## src/rtl/logical_eq_arbiter.sv

```systemverilog
// logical_eq_arbiter: round-robin sharing of one N-bit a==b comparator among NUM_REQ requesters; ports clk, rst, req_valid/req_ready/req_a/req_b (packed per requester), rsp_valid/rsp_ready/rsp_id/rsp_eq, optional match_count when LOGICAL_EQ_ARBITER_STATS_EN is defined
module logical_eq_arbiter #(
  parameter int N = 8,
  parameter int NUM_REQ = 4,
  localparam int IDW = $clog2(NUM_REQ)
) (
  input  logic                 clk,
  input  logic                 rst,
  input  logic [NUM_REQ-1:0]   req_valid,
  output logic [NUM_REQ-1:0]   req_ready,
  input  logic [NUM_REQ*N-1:0] req_a,
  input  logic [NUM_REQ*N-1:0] req_b,
  output logic                 rsp_valid,
  input  logic                 rsp_ready,
  output logic [IDW-1:0]       rsp_id,
  output logic                 rsp_eq
`ifdef LOGICAL_EQ_ARBITER_STATS_EN
  ,
  output logic [15:0]          match_count
`endif
);
  logic [IDW-1:0] ptr, gnt, idx;
  logic any, go;
  int j;
  always_comb begin
    gnt = '0;
    any = 1'b0;
    j = 0;
    idx = '0;
    for (int k = NUM_REQ - 1; k >= 0; k--) begin
      j = int'(ptr) + k;
      j = j >= NUM_REQ ? j - NUM_REQ : j;
      idx = IDW'(j);
      if (req_valid[idx]) begin
        gnt = idx;
        any = 1'b1;
      end
    end
  end
  // Reset also blocks acceptance so nothing is handshaken in a cycle whose result is dropped.
  assign go = any & (!rsp_valid | rsp_ready) & !rst;
  assign req_ready = go ? {{(NUM_REQ-1){1'b0}}, 1'b1} << gnt : '0;
  always_ff @(posedge clk) begin
    if (rst) begin
      rsp_valid <= 1'b0;
      rsp_id <= '0;
      rsp_eq <= 1'b0;
      ptr <= '0;
    end else if (go) begin
      rsp_valid <= 1'b1;
      rsp_id <= gnt;
      rsp_eq <= req_a[gnt*N +: N] == req_b[gnt*N +: N];
      ptr <= gnt == IDW'(NUM_REQ - 1) ? '0 : gnt + 1'b1;
    end else if (rsp_ready) begin
      rsp_valid <= 1'b0;
    end
  end
`ifdef LOGICAL_EQ_ARBITER_STATS_EN
  always_ff @(posedge clk) begin
    if (rst) match_count <= '0;
    else if (rsp_valid & rsp_ready & rsp_eq & (match_count != 16'hFFFF)) match_count <= match_count + 16'd1;
  end
`endif
endmodule

```

## config.mk

```make
export PLATFORM = sky130hd
export DESIGN_NAME = logical_eq_arbiter
export DESIGN_NICKNAME = d
export VERILOG_FILES = /design/src/rtl/logical_eq_arbiter.sv
export SDC_FILE = /design/constraint.sdc
export NUM_CORES = 1
export LEC_CHECK = 0
export ABC_AREA = 1
export CAP_MARGIN = 20
export CORE_MARGIN = 2
export CORE_UTILIZATION = 45
export DETAILED_ROUTE_END_ITERATION = 10
export HOLD_SLACK_MARGIN = 0.15
export PLACE_DENSITY = 0.95
export SLEW_MARGIN = 30
export SYNTH_ARGS = -nofsm -noshare
export SYNTH_HDL_FRONTEND = slang
export SYNTH_SLANG_ARGS = --single-unit
```

## constraint.sdc

```tcl
create_clock -name clk -period 4.4 [get_ports clk]
set_input_delay 0.88 -clock clk [delete_from_list [all_inputs] [get_ports clk]]
set_output_delay 0.88 -clock clk [all_outputs]
set_load 0.01 [all_outputs]
```

==> Yosys cells after proc, flatten, opt, wreduce, memory -nomap -nowiden <==
Cells that the tools add are included.
{ "word_totals": {"regBits": 6, "in_bits": 71, "out_inout_bits": 8, "wordCells": 55} }
{ "op_classes": {"n_addsub": 8, "n_lt_le_gt_ge": 8, "eq_ne": 2, "shifts": 3, "muxes": 24, "bitwise": 3, "reduce_logical": 3} }
{ "ops": {"columns": ["operator", "n"], "rows": [
  ["variable part select 32 x 6 -> 8 bit", 2],
  ["two-way mux 2 bit", 9],
  ["less-than comparator 2 x 3 -> 1 bit (second input constant)", 4],
  ["two-way mux 1 bit", 10],
  ["greater-or-equal comparator 3 bit (second input constant)", 3],
  ["binary-select mux 1 bit (select 2 bit)", 4],
  ["equality test 8 bit", 1],
  ["subtractor 2 x 1 -> 2 bit (second input constant)", 4],
  ["adder 2 x 2 -> 3 bit (second input constant)", 2],
  ["two-way mux 4 bit", 1],
  ["left shift 1 x 2 -> 4 bit (first input constant)", 1],
  ["adder 2 x 1 -> 3 bit (second input constant)", 1],
  ["greater-or-equal comparator 2 x 3 -> 1 bit (second input constant)", 1],
  ["adder 2 x 1 -> 2 bit (second input constant)", 1],
  ["AND 1 bit", 2],
  ["equality test 2 bit (second input constant)", 1],
  ["logical NOT 1 bit", 2],
  ["nonzero test 2 bit", 1],
  ["OR 1 bit", 1]
]} }

==> Logic depth before layout (Yosys ltp) <==
Gate-level depths: netlist of run 1.
{ "depth": {"ltp_word": 12, "depth_mapped": 21, "mapped_depth_nobuf": 20} }

==> Least setup slack after synthesis of run 1 <==
No wires, ideal clock.
{ "synth_timing": {"path_kind": "in2out", "from": "input port req_valid[1]", "to": "output port req_ready[2]", "arrival_ns": 2.067, "required_time_ns": 3.520, "path_slack_ns": 1.453, "stages": 13, "n_path_buf": 1, "path_cell_list": "inv_1 > nand2_1 > nand3_1 > nand2_1 > nand3_2 > nand2_1 > nand2_2 > nand2_4 > buf_4 > inv_1 > ha_1 > inv_1 > nor2_1"} }
{ "synth_between": {"word_cells_on_any_way": 20, "classes_between": "shift (1); mux (17); bitwise (2)"} }
{ "synth_lines": {"columns": ["item", "line_no", "rtl"], "rows": [
  ["start: declaration", "9", "input logic [NUM_REQ-1:0] req_valid,"],
  ["binary-select mux 1 bit (select 2 bit)", "34", "if (req_valid[idx]) begin"],
  ["two-way mux 1 bit (implied by the code)", "34", null],
  ["two-way mux 2 bit (3 in series)", "34", null],
  ["two-way mux 2 bit (*)", "34", null],
  ["named net gnt[0]", "22", "logic [IDW-1:0] ptr, gnt, idx;"],
  ["left shift 1 x 2 -> 4 bit (*)", "42", "assign req_ready = go ? {{(NUM_REQ-1){1'b0}}, 1'b1} << gnt : '0;"],
  ["two-way mux 4 bit (*)", "42", null],
  ["end: declaration", "10", "output logic [NUM_REQ-1:0] req_ready,"]
]} }
The timed path passes the listed nets; every way through them passes the cells marked *. The select of a mux whose other input is x is not followed.

==> Worst setup path in the final report of run 1 <==
{ "layout_timing": {"from": "input port req_valid[3]", "to": "output port req_ready[3]"} }
{ "layout_between": {"elab_chain_cells": 9, "word_cells_on_any_way": 20, "classes_between": "shift (1); mux (17); bitwise (2)"} }
{ "layout_lines": {"columns": ["item", "line_no", "rtl"], "rows": [
  ["binary-select mux 1 bit (select 2 bit)", "34", null],
  ["two-way mux 1 bit (implied by the code)", "34", null],
  ["two-way mux 1 bit (4 in series)", "34", null],
  ["AND 1 bit (2 in series)", "41", "assign go = any & (!rsp_valid | rsp_ready) & !rst;"],
  ["two-way mux 4 bit (*)", "42", null]
]} }
Mark *: on every way between the ends. The rest lies on a longest branch, timed or not. The select of a mux whose other input is x is not followed.

==> impl_metrics.toml, run 1 <==
[sta]
whs_ns = 0.4743
rsz0062_at_grt = "false"
drv_slew = 0
slew_headroom = 0.7336
fin_setup_tns_ns = 0
fin_crit_ns = 3.937
finalCritPeriodShare = 0.8949
fmax_ghz = 0.2540
hold_violations = 0
worst_pin_slew_ns = 0.3990
fin_skew_ns = 0.007905
fin_ws_ns = 0.4627
setup_viol = 0

[finish]
multi_input_area_um2 = 1235
seq_area_um2 = 120.1
n_antenna_cell = 0
fill_cells = 298
design_area_um2 = 2406
layout.nets = 471
layoutNonFillerInstCount = 440
utilization = 0.7099
area_delta_synth_final_pct = 49.07
drive_gt1_frac = 0.05330

[detailed_routing]
drt_first_pass_iters = 5
drcViolationCount = 0
vias = 2191
wl_um = 4553
antenna_left = 0
post_drt_via_cell_ratio = 4.980
drt-initial-drc-count = 163
routedWlPerCell_um = 10.35

[clock_tree]
cts_root_buf = "clkbuf_4"
clk_latency_ns = 0.25
hold_buffers = 0
cts_tree = "built"
clk_pin_slew_ns = 0.04
cts_buffer_depth = 2
cts_setup_buffers = 0
cts.sinks = 6
htreeDepth = 1
cts_resized = 0
cts_buffers = 3

[synth]
synth.cell_area_um2 = 1614
ys_ff_latch = 6
synth.cells.most_frequent = "129 x nand2_1, 77 x nand3_1, 36 x inv_1"
synth_edf_count = 0
netlist_instances = 325
yosysMostFrequentCell = "nand2_1"
synth_ff_type = "dfxtp_1"
syn_nets = 400
synth_seq_area_share = 0.07442
yosys.area.top_type_share = 0.3000
synth.distinct_cells = 21
synth_top_area_cell = "nand2_1"
avgSynthCellArea_um2 = 4.966
synth_area_leaders = "nand2_1 30%, nand3_1 24%, inv_1 8.4%"
yosys_warnings = 0
async_reset_ff_frac = 0

[worst_setup_path]
cp_max_fo = 29
crit_chain = "clkdlybuf4s50_1, inv_1, o21ai_1, nand2_1, nand3b_1, nand3b_1, nand2_4, ha_1, inv_1, nor2_1, clkdlybuf4s50_1"
cp_num_buf_inv = 4
critPathSlowestCell = "clkdlybuf4s50_1"
start_kind = "input port"
cp.required_ns = 3.52
rrSetupSlack_ns = 1.76
slowest_delay_ns = 0.54
cp_top_family = "buffers and inverters"
r2r_cells = 18
reg2reg_to = "rsp_eq"
r2r_start = "ptr[0]"
path_class = "input port to primary output"
arrival_ns = 3.06
critPathCaptureType = "primary output"

[floorplanning]
start_util = 0.4762
io_pins = 79
die_y_um = 63.89
rows = 21
die-area_um2 = 4082
core_um2 = 3390
die_x_um = 63.89

[power]
irDropWorstVdd_v = 0.0003433
switching_share = 0.6028
seqPwrFrac = 0.055
internal_power_mw = 0.7139
leakage_nw = 1.242
powerDensity_nw_per_um2 = 747.0
pwr-share-comb = 0.916
pwr-share-clk = 0.029
power_mw = 1.797
p_sw_mw = 1.083

[global_routing]
antenna_found_initial = 0
grt_pass1_wl_um = 7893
grt_overflow = 0
grtUsageTotal = 0.2302
grt_max_degree = 41
first_global_vias = 1923

[worst_hold_path]
min_to = "rsp_id[0]"
hold_depth = 2
min_from = "rsp_id[0]"
hp-class = "flop to flop"

[job]
cap_viol_max_count = 0

[run_status]
status = "complete, no violations"

[placed_design]
routabilityCongestion = 0.7767
io_buffers = 78
post-place-ws_ns = 0.4577
place_inst = 437
placed_area_um2 = 2384
hpwl_um = 3512
==> state kept, by name, indices dropped and copies added (netlist names) <==
name,count
rsp_id,2
rsp_valid,1
ptr,2
rsp_eq,1
==> worst max path at each step <==
stage            startpoint            to  slack, ns  depth (start not counted)
2_1_floorplan  req_valid[1]  req_ready[2]       1.45                         13
3_3_place_gp   req_valid[1]  req_ready[3]       0.55                         11
3_5_place_dp   req_valid[0]  req_ready[3]       0.46                         11
4_1_cts        req_valid[0]  req_ready[3]       0.45                         11
5_1_grt        req_valid[1]  req_ready[1]       0.22                         12
6_report       req_valid[3]  req_ready[3]       0.46                         11
==> logic make-up after synthesis <==
kind of cell	share of synthesized area
compound gates	0.03643
flops	0.07442
xor+xnor	0.02171
buf+inv	0.1605
fa+ha+maj	0.03101
simple gates	0.6760
==> worst min-delay path: cells and delay by family (launching register included) <==
kind | cells | cell delay, ns
and+or+nand+nor | 1 | 0.06
AOI/OAI and AO/OA | 1 | 0.05
DFF | 1 | 0.31
==> per-layer routing <==
layer,vias up,part of all wire,global-route usage
li1,1165,-,-
met1,939,0.42,0.2822
met2,81,0.50,0.4154
met3,6,0.071,0.03169
met4,0,0.0097,0.06250
met5,-,0,0
==> power groups by stage <==
| stage | Sequential [mW] | Combinational, mW | Clock [mW] |
|---|---|---|---|
| floorplan | 0.0896 | 1.37 | 0 |
| global placement | 0.0980 | 1.61 | 0 |
| detailed placement | 0.0999 | 1.64 | 0 |
| CTS | 0.0988 | 1.65 | 0.0532 |
| global route | 0.103 | 1.91 | 0.0578 |
| finish | 0.0990 | 1.65 | 0.0515 |
==> area by class of cell <==
cell class | instances | area share
Clock buffer | 3 | 0.009360
Inverter | 40 | 0.06344
Multi-Input combinational cell | 262 | 0.5133
Sequential cell | 6 | 0.04992
Tap cell | 46 | 0.02392
Timing Repair Buffer | 83 | 0.3401
==> placed cells by master (no fill, tap or decap), types with 2 or more instances in the layout <==
master             n
a21oi_1            5
buf_4              5
clkbuf_4           3
clkdlybuf4s50_1   78
dfxtp_1            6
ha_1               4
inv_1             36
inv_2              3
nand2_1          129
nand2_2            3
nand2_4            2
nand3_1           77
nand3_2            3
nand3b_1          11
nor2_1            18
o21ai_0            4
xnor2_1            3
(Power assumes the default switching activity.)
==> run 2: changes to the inputs <==
--- a/config.mk
+++ b/config.mk
@@ -6,11 +6,13 @@
 export NUM_CORES = 1
 export LEC_CHECK = 0
 export ABC_AREA = 1
+export ABC_CLOCK_PERIOD_IN_PS = 4400
 export CAP_MARGIN = 20
 export CORE_MARGIN = 2
 export CORE_UTILIZATION = 45
 export DETAILED_ROUTE_END_ITERATION = 10
 export HOLD_SLACK_MARGIN = 0.15
+export MAX_ROUTING_LAYER = met4
 export PLACE_DENSITY = 0.95
 export SLEW_MARGIN = 30
 export SYNTH_ARGS = -nofsm -noshare
==> impl_metrics.toml, run 2 (synthesis results as in run 1) <==
[worst_setup_path]
slowest_delay_ns = 0.54
cp_num_buf_inv = 3
cp_top_family = "buffers and inverters"
path_class = "input port to primary output"
cp_max_fo = 29
crit_chain = "clkdlybuf4s50_1, nand2_1, o21ai_2, nand2_2, nand3b_1, nand3b_1, nand2_4, ha_1, inv_1, nor2_1, clkdlybuf4s50_1"
cp.required_ns = 3.52
arrival_ns = 3.07
critPathCaptureType = "primary output"
start_kind = "input port"
critPathSlowestCell = "clkdlybuf4s50_1"

[sta]
slew_headroom = 0.7240
finalCritPeriodShare = 0.8974
fin_crit_ns = 3.948
drv_slew = 0
fin_setup_tns_ns = 0
rsz0062_at_grt = "false"
worst_pin_slew_ns = 0.4135
setup_viol = 0
fmax_ghz = 0.2533
hold_violations = 0
fin_skew_ns = 0.007432
whs_ns = 0.4743

[finish]
n_antenna_cell = 0
layout_common_cells = "129 x nand2_1, 78 x clkdlybuf4s50_1, 77 x nand3_1"
layoutNonFillerInstCount = 440
utilization = 0.7099
top_regs = "ptr: 2 flops, rsp_id: 2 flops"
drive_gt1_frac = 0.05330
layout.nets = 471
final_common_cell = "nand2_1"
fill_cells = 298
area_delta_synth_final_pct = 49.07

[clock_tree]
clk_pin_slew_ns = 0.04
cts.sinks = 6
cts_setup_buffers = 0
htreeDepth = 1
cts_tree = "built"
cts_resized = 0
clk_latency_ns = 0.25
cts_buffers = 3
cts_root_buf = "clkbuf_4"
hold_buffers = 0
cts_buffer_depth = 2

[worst_hold_path]
hp-class = "flop to flop"

[detailed_routing]
wl_um = 4596
vias = 2210
antenna_left = 0
routedWlPerCell_um = 10.45
post_drt_via_cell_ratio = 5.023
drcViolationCount = 0
drt-initial-drc-count = 212
drt_first_pass_iters = 4

[floorplanning]
die_y_um = 63.89
die-area_um2 = 4082
die_x_um = 63.89
io_pins = 79
start_util = 0.4762
core_um2 = 3390
rows = 21

[global_routing]
grtUsageTotal = 0.2369
grt_pass1_wl_um = 7921
grt_max_degree = 41
antenna_found_initial = 0
grt_overflow = 0
first_global_vias = 1920

[placed_design]
hpwl_um = 3512
routabilityCongestion = 0.7873
io_buffers = 78
place_inst = 437

[power]
powerDensity_nw_per_um2 = 748.7
irDropWorstVdd_v = 0.0003455
leakage_nw = 1.242

[job]
cap_viol_max_count = 0

[run_status]
status = "complete, no violations"
[run 2: path summary, 6_finish.rpt]
check             slack (ns)         start            to  cells after the start
setup / recovery        0.45  req_valid[0]  req_ready[3]                     11
hold reg to reg         0.47     rsp_id[0]     rsp_id[0]                      2
setup reg to reg        1.74        ptr[0]        rsp_eq                     18
hold / removal          0.47     rsp_id[0]     rsp_id[0]                      2
[run 2: per-layer routing]
metal / up-vias / part of all wire / GRT usage / wire (µm)
met5: - / 0 / - / 0
met4: 0 / 0.010 / 0.06250 / 48
met3: 8 / 0.059 / 0.02817 / 271
met2: 79 / 0.49 / 0.4154 / 2266
met1: 955 / 0.44 / 0.2854 / 2008
li1: 1168 / - / - / -
[run 2: stage by stage]
step                      area [µm²]  setup WS, ns  total power, mW
final                           2406        0.4516            1.801
after global routing            2406        0.2228            2.073
after CTS                       2406        0.4523            1.803
after detailed placement        2384        0.4577            1.744
after global placement          2384        0.5461            1.703
after floorplan                 1614         1.453            1.460
[run 2: layout make-up]
type / count / area [µm²] / share of cell area
Multi-Input combinational cell: 262 / 1235 / 0.5133
Timing Repair Buffer: 83 / 818.3 / 0.3401
Inverter: 40 / 152.6 / 0.06344
Sequential cell: 6 / 120.1 / 0.04992
Tap cell: 46 / 57.56 / 0.02392
Clock buffer: 3 / 22.52 / 0.009360
[run 2: tightest hold or removal path, cell delays in order, from the launching register on]
cell and delay, ns:
dfxtp_1 0.31, nand2_1 0.06, a21oi_1 0.05
[run 2: power breakdown]
group          switching, mW  internal, mW
clock network         0.0208        0.0309
logic                   1.04         0.609
registers             0.0262        0.0735
